--- config.mk ---
export PLATFORM = sky130hd
export DESIGN_NAME = delay_tap
export DESIGN_NICKNAME = d
export VERILOG_FILES = /design/src/rtl/delay_tap.sv
export SDC_FILE = /design/constraint.sdc
export NUM_CORES = 1
export LEC_CHECK = 0
export CORE_MARGIN = 1.5
export CORE_UTILIZATION = 30
export CTS_CLUSTER_SIZE = 16
export DETAILED_ROUTE_END_ITERATION = 10
export HOLD_SLACK_MARGIN = 0.08
export MAX_ROUTING_LAYER = met4
export PLACE_DENSITY = 0.55
export RECOVER_POWER = 50
export SYNTH_ARGS = -nofsm -noshare
export SYNTH_HDL_FRONTEND = slang
export SYNTH_SLANG_ARGS = --single-unit
--- constraint.sdc ---
create_clock -name clk -period 5 [get_ports clk]
set_input_delay 0.5 -clock clk [delete_from_list [all_inputs] [get_ports clk]]
set_output_delay 0.5 -clock clk [all_outputs]
set_load 0.03 [all_outputs]
--- src/rtl/delay_tap.sv ---
// delay_tap: a DEPTH-stage {valid, data} shift chain that is read at a programmable tap.
// A tap change waits until no accepted word is in flight, so words are never duplicated or dropped.
module delay_tap #(
  parameter int DEPTH     = 4,
  parameter int WIDTH     = 32,
  parameter int RESET_POS = 1
) (
  input  logic             clk,
  input  logic             reset,
  input  logic [WIDTH-1:0] data_in,
  input  logic             valid_in,
  input  logic [7:0]       out_pos,
  output logic [WIDTH-1:0] data_out,
  output logic             valid_out,
  output logic [7:0]       cur_pos,
  output logic             pos_pending,
  output logic             busy,
  output logic             pos_err
);
  localparam logic [7:0] DEPTH_W     = 8'(DEPTH);
  localparam logic [7:0] RESET_POS_W = 8'(RESET_POS);

  logic [WIDTH-1:0] data_q  [DEPTH];
  logic             valid_q [DEPTH];
  logic [DEPTH-1:0] tap_hit;
  logic [7:0]       cur_pos_q, cur_pos_d;
  logic [7:0]       occ_q, occ_d;
  logic             pos_err_q, pos_err_d;
  logic [7:0]       pos_clamped;
  logic             clamp_hit;
  logic             apply_pos;

  // A word that moves past the tap loses its valid bit, so it cannot be shown again
  // if the tap is later moved further down the chain.
  always_ff @(posedge clk or posedge reset) begin
    if (reset) begin
      for (int i = 0; i < DEPTH; i++) begin
        data_q[i]  <= '0;
        valid_q[i] <= 1'b0;
      end
    end else begin
      data_q[0]  <= data_in;
      valid_q[0] <= valid_in;
      for (int i = 1; i < DEPTH; i++) begin
        data_q[i]  <= data_q[i-1];
        valid_q[i] <= valid_q[i-1] && (cur_pos_q > 8'(i));
      end
    end
  end

  genvar gi;
  generate
    for (gi = 0; gi < DEPTH; gi++) begin : g_tap
      assign tap_hit[gi] = (cur_pos_q == 8'(gi + 1));
    end
  endgenerate

  always_comb begin
    data_out  = '0;
    valid_out = 1'b0;
    for (int i = 0; i < DEPTH; i++) begin
      if (tap_hit[i]) begin
        data_out  = data_q[i];
        valid_out = valid_q[i];
      end
    end
  end

  always_comb begin
    pos_clamped = out_pos;
    clamp_hit   = 1'b0;
    if (out_pos == 8'd0) begin
      pos_clamped = 8'd1;
      clamp_hit   = 1'b1;
    end else if (out_pos > DEPTH_W) begin
      pos_clamped = DEPTH_W;
      clamp_hit   = 1'b1;
    end
  end

  assign pos_pending = (out_pos != cur_pos_q);
  assign apply_pos   = pos_pending && (occ_q == 8'd0) && !valid_in;

  always_comb begin
    cur_pos_d = cur_pos_q;
    pos_err_d = pos_err_q;
    if (apply_pos) begin
      cur_pos_d = pos_clamped;
      pos_err_d = pos_err_q | clamp_hit;
    end
    occ_d = occ_q + {7'd0, valid_in} - {7'd0, valid_out};
  end

  always_ff @(posedge clk or posedge reset) begin
    if (reset) begin
      cur_pos_q <= RESET_POS_W;
      occ_q     <= 8'd0;
      pos_err_q <= 1'b0;
    end else begin
      cur_pos_q <= cur_pos_d;
      occ_q     <= occ_d;
      pos_err_q <= pos_err_d;
    end
  end

  assign cur_pos = cur_pos_q;
  assign busy    = (occ_q != 8'd0);
  assign pos_err = pos_err_q;
endmodule
# Word-level counts from Yosys, hierarchy flattened
# Index checks and enable logic that the tools add are counted.
classes:
  addsub: 2
  order_cmp: 4
  n_eq_ne: 5
  n_mux: 12
  bitwise: 1
  n_reduce_logical: 9
ops:
  columns: ["op", "count"]
  rows:
  - ["two-way mux 32 bit", 4]
  - ["equality test 8 x 2 -> 1 bit, second input constant", 2]
  - ["> comparator 8 x 2 -> 1 bit, second input constant", 2]
  - ["logical NOT 8 bit", 2]
  - ["two-way mux 8 bit", 2]
  - ["adder 8 x 1 -> 8 bit", 1]
  - ["equality test 8 x 1 -> 1 bit, second input constant", 1]
  - ["equality test 8 x 3 -> 1 bit, second input constant", 1]
  - ["> comparator 8 x 1 -> 1 bit, second input constant", 1]
  - ["> comparator 8 x 3 -> 1 bit, second input constant", 1]
  - ["!= test 8 bit", 1]
  - ["nonzero test 8 bit", 1]
  - ["subtractor 8 x 1 -> 8 bit", 1]
  - ["two-way mux 1 bit", 6]
  - ["logical AND 1 bit", 5]
  - ["logical NOT 1 bit", 1]
  - ["OR 1 bit", 1]
totals:
  regBits: 149
  in_bits: 43
  output_inout_bits: 44
  wordCells: 44

# Logic depth before layout (Yosys ltp)
logic_depth:
  ltp_word: 6
  depth_mapped: 14
  depth_no_buf: 12

# Worst setup path after synthesis
# OpenSTA, ideal clock, no wires.
synth_path:
  kind: "register to register"
  startpoint: "register cur_pos_q[4], in the netlist cur_pos[4]"
  endpoint: "register occ_q[6]"
  setup_time_ns: 0.069
  t_arrival_ns: 3.809
  required_ns: 4.931
  setup_slack_ns: 1.122
  stages_incl_launch_ff: 14
  path_buffers: 1
  period_less_slack_ns: 3.878
  cell_sequence: "dfrtp_1 -> or4_4 -> nor2_4 -> nand2_4 -> buf_6 -> o41ai_2 -> ha_1 -> inv_1 -> ha_1 -> fa_1 -> a21oi_1 -> o21bai_1 -> a2111oi_0 -> nand3b_1"
synth_between:
  elab_chain_cells: 6
  elab_cells_between_ends: 9
  classes_between: "add/sub: 1; eq/ne: 4; mux: 4"
synth_lines:
  columns: ["element", "line_no", "text"]
  rows:
  - ["start: declaration", "26", "logic [7:0] cur_pos_q, cur_pos_d;"]
  - ["start signal: assignment", "100", "cur_pos_q <= cur_pos_d;"]
  - ["equality test 8 x 1 -> 1 bit", "54", "assign tap_hit[gi] = (cur_pos_q == 8'(gi + 1));"]
  - ["two-way mux 1 bit (3 in a row)", "62", "if (tap_hit[i]) begin"]
  - ["two-way mux 1 bit (*)", "62", null]
  - ["net valid_out", "14", "output logic valid_out,"]
  - ["subtractor 8 x 1 -> 8 bit (*)", "91", "occ_d = occ_q + {7'd0, valid_in} - {7'd0, valid_out};"]
  - ["net occ_d[6]", "27", "logic [7:0] occ_q, occ_d;"]
  - ["end signal: assignment", "97", "occ_q <= 8'd0;"]
  - ["end signal: assignment", "101", "occ_q <= occ_d;"]
  - ["end: declaration", "27", null]
# The timed path passes the listed nets; every way through them passes the cells marked *.
# A chain may end at the register's enable or synchronous reset.

# Final worst setup path
layout_path:
  startpoint: "register cur_pos_q[5], in the netlist cur_pos[5]"
  endpoint: "output port data_out[1]"
layout_between:
  elab_chain_cells: 5
  elab_cells_between_ends: 8
  classes_between: "eq/ne: 4; mux: 4"
layout_lines:
  columns: ["element", "line_no", "text"]
  rows:
  - ["equality test 8 x 1 -> 1 bit", "54", null]
  - ["two-way mux 32 bit (3 in a row)", "62", null]
  - ["two-way mux 32 bit (*)", "62", null]
  - ["end: declaration", "13", "output logic [WIDTH-1:0] data_out,"]
# Mark *: on every way between the ends. The rest lies on a longest branch, timed or not.

==> results by group <==
Hold path
  • Hold Path Class: reg2reg

Synthesis
  • Async S/R FF share, synth: 1.00
  • Synth warn: 0
  • Post-synth top cells: dfrtp_1 (148), nand2_1 (38), a21oi_1 (32), nor2_1 (26)
  • Synth area leaders: dfrtp_1 (65%), o41ai_2 (3.7%), a21oi_1 (2.8%)
  • Most common cell in the synthesized netlist: dfrtp_1
  • Leading area contributor after synthesis: dfrtp_1
  • Avg Synthesized Cell Area: 12.9 um2
  • Mux contribution to synthesized area: 0.0157
  • Cell variety after synth: 45
  • Seq/Total Area, Yosys: 0.651
  • Post-synthesis compound-gate area fraction: 0.121
  • #FFs+latches synth: 149
  • Synth Area in Adders: 0.0275
  • Post-synth top flop: dfrtp_1
  • Synth Net Count: 498
  • Yosys top cell area share: 0.647
  • Largest family of logic cells by synthesized area: simple AND/OR/NAND/NOR gates
  • Cell area after synthesis: 5730 um2
  • Simple-gate share of the synthesized area: 0.132
  • Area share of xor/xnor cells in the synthesized design: 0.0214
  • Synth Instances: 443
  • Number of synthesized flops with an enable pin: 0

Timing
  • Fin Setup TNS: 0 ns
  • Final Setup Violations: 0
  • Period utilisation layout: 0.795
  • RSZ-0062 raised after global routing: false
  • Tmin final: 3.97 ns
  • Fmax: 252 MHz
  • Relative slew slack: -0.580
  • Setup skew after layout: 0.00653 ns
  • Hold Violations, Final: 0
  • Final Max Tran Viols: 115
  • Worst-Margin Slew: 2.37 ns

Worst setup path
  • WP buf/inv: 2
  • Crit end category: primary output
  • Crit-path leading delay family: simple AND/OR/NAND/NOR gates
  • CP max-delay cell: clkdlybuf4s50_1
  • Startpoint Class: flip-flop
  • CP Max Fanout: 12
  • CP required: 4.50 ns
  • CP peak stage delay: 0.77 ns
  • Critical path class: reg2out
  • Crit path cell chain: or4_4, nor4_4, buf_4, nand2_1, o41ai_1, clkdlybuf4s50_1
  • Worst path arrival time: 3.47 ns

Clock tree
  • CTS tree: yes
  • Post-cts hold buffer count: 0
  • Worst skew pair latency: 0.42 ns
  • H-tree Lvls: 4
  • CTS Sinks: 149
  • Clock slew at reported path FFs: 0.06 ns
  • CTS root buf: clkbuf_16
  • Resize count post-CTS: 0
  • CTS Buf Count: 17
  • # Post-CTS Setup Buffers: 0
  • Max clock buf depth: 2

Drt
  • DRC Markers: 0
  • Drt pass-1 iters: 4
  • Routed vias/inst: 4.65
  • Total Wirelength: 12500 um
  • Via count: 3623
  • WL/cell: 16.0 um
  • Antenna Nets Post-Route: 0
  • DR iter-0 viols: 184

Pwr
  • Power density relative to cell area: 498 nW/um2
  • P_leak: 0.00319 uW
  • Peak supply drop: 0.260 mV

Job
  • Max-cap violations: 1

Placed design
  • Placed Instances: 747
  • Detail Placement HPWL: 7910 um
  • Number of port buffers: 86
  • Routability Congestion: 0.814

Die
  • CORE AREA: 18700 um2
  • Io pins: 87
  • Full die area: 19900 um2
  • Die height: 141 um
  • Starting Density: 0.306
  • Die width: 141 um
  • Cell Rows: 50

Global routing
  • Pin count of the biggest net entering global routing: 115
  • Gr usage total: 0.140
  • Number of global-route vias before repair: 3883
  • Grt total ovfl: 0
  • First-pass GRT wire length: 20600 um
  • Initial antenna violation count: 0

Finish
  • Final net count: 587
  • Ratio of cells with drive above 1 in the final layout: 0.127
  • Finished Layout Cells: 779
  • Synthesis-to-layout area growth: 29.3%
  • Number of filler cells placed in the layout: 1738
  • # diodes: 0

Status
  • Status: complete, but fails checks
  • Failing checks: capacitance limit, slew limit
## cells in the final DEF (no fill, tap or decap), types with 13 or more instances in the layout
master | Yosys | final
clkdlybuf4s50_1 | 0 | 52
xor2_1 | 14 | 14
o21ai_0 | 13 | 13
nand3b_1 | 14 | 14
nor2_1 | 26 | 26
o41ai_2 | 13 | 13
inv_1 | 17 | 16
dfrtp_1 | 148 | 147
clkbuf_16 | 0 | 17
a21oi_1 | 32 | 32
dlygate4sd3_1 | 0 | 34
and2_1 | 17 | 17
nand2_1 | 38 | 38
## sequential cells by signal, summed over array words and instances, names as in the netlist
signal and flops:
occ_q 8, cur_pos 8, valid_q 4, data_q 128, pos_err 1
## final timing paths
check | startpoint | to | slack, ns | cells after the start
max | cur_pos[5] | data_out[1] | 1.03 | 6
min | data_q[44] | data_q[12] | 0.37 | 0
max reg2reg | cur_pos[4] | occ_q[6] | 1.19 | 12
min reg2reg | data_q[44] | data_q[12] | 0.37 | 0
max in group asynchronous | reset | data_q[78] | 2.27 | 3
min in group asynchronous | reset | data_q[122] | 1.28 | 2
## cell families (layout without fill, tap and decap cells)
family | count (synthesis) | in the layout
AOI/OAI and AO/OA | 90 | 90
xor gates and xnor gates | 14 | 14
adders and majority gates | 12 | 12
buffers and inverters | 39 | 141
DFF | 149 | 149
muxes | 8 | 8
and+or+nand+nor | 131 | 131
## layer usage
| layer | vias to the layer above | part of all wire | track usage |
|---|---|---|---|
| li1 | 1712 | - | - |
| met5 | - | 0 | - |
| met2 | 78 | 0.45 | 0.201 |
| met3 | 20 | 0.046 | 0.0411 |
| met1 | 1813 | 0.48 | 0.187 |
| met4 | 0 | 0.019 | 0.0515 |
## stage by stage
stage	area (um2)	total power [uW]	utilization	hold slack [ns]	setup slack [ns]
4_1_cts	7410	3750	0.396	0.370	0.953
2_1_floorplan	5730	2110	-	0.346	0.494
3_3_place_gp	6820	2440	0.364	0.355	1.29
6_report	7410	3690	0.396	0.369	1.03
3_5_place_dp	6820	2460	0.364	0.359	1.17
5_1_grt	7410	3900	0.396	0.382	0.881
## power breakdown
| part | switching (uW) | total, uW | internal, uW |
|---|---|---|---|
| logic | 631 | 1070 | 436 |
| clock network | 510 | 1260 | 750 |
| registers | 49.7 | 1360 | 1310 |
## layout make-up
type                       count  area [um2]  area share
inverter                      17        67.6     0.00912
clock buffer                  18         439      0.0593
clock inverter                14         150      0.0203
multi-input combinational    255        1820       0.246
tap                          234         293      0.0395
timing repair buffer          92         906       0.122
sequential                   149        3730       0.504
No activity file was read; power rests on OpenSTA's default activity.
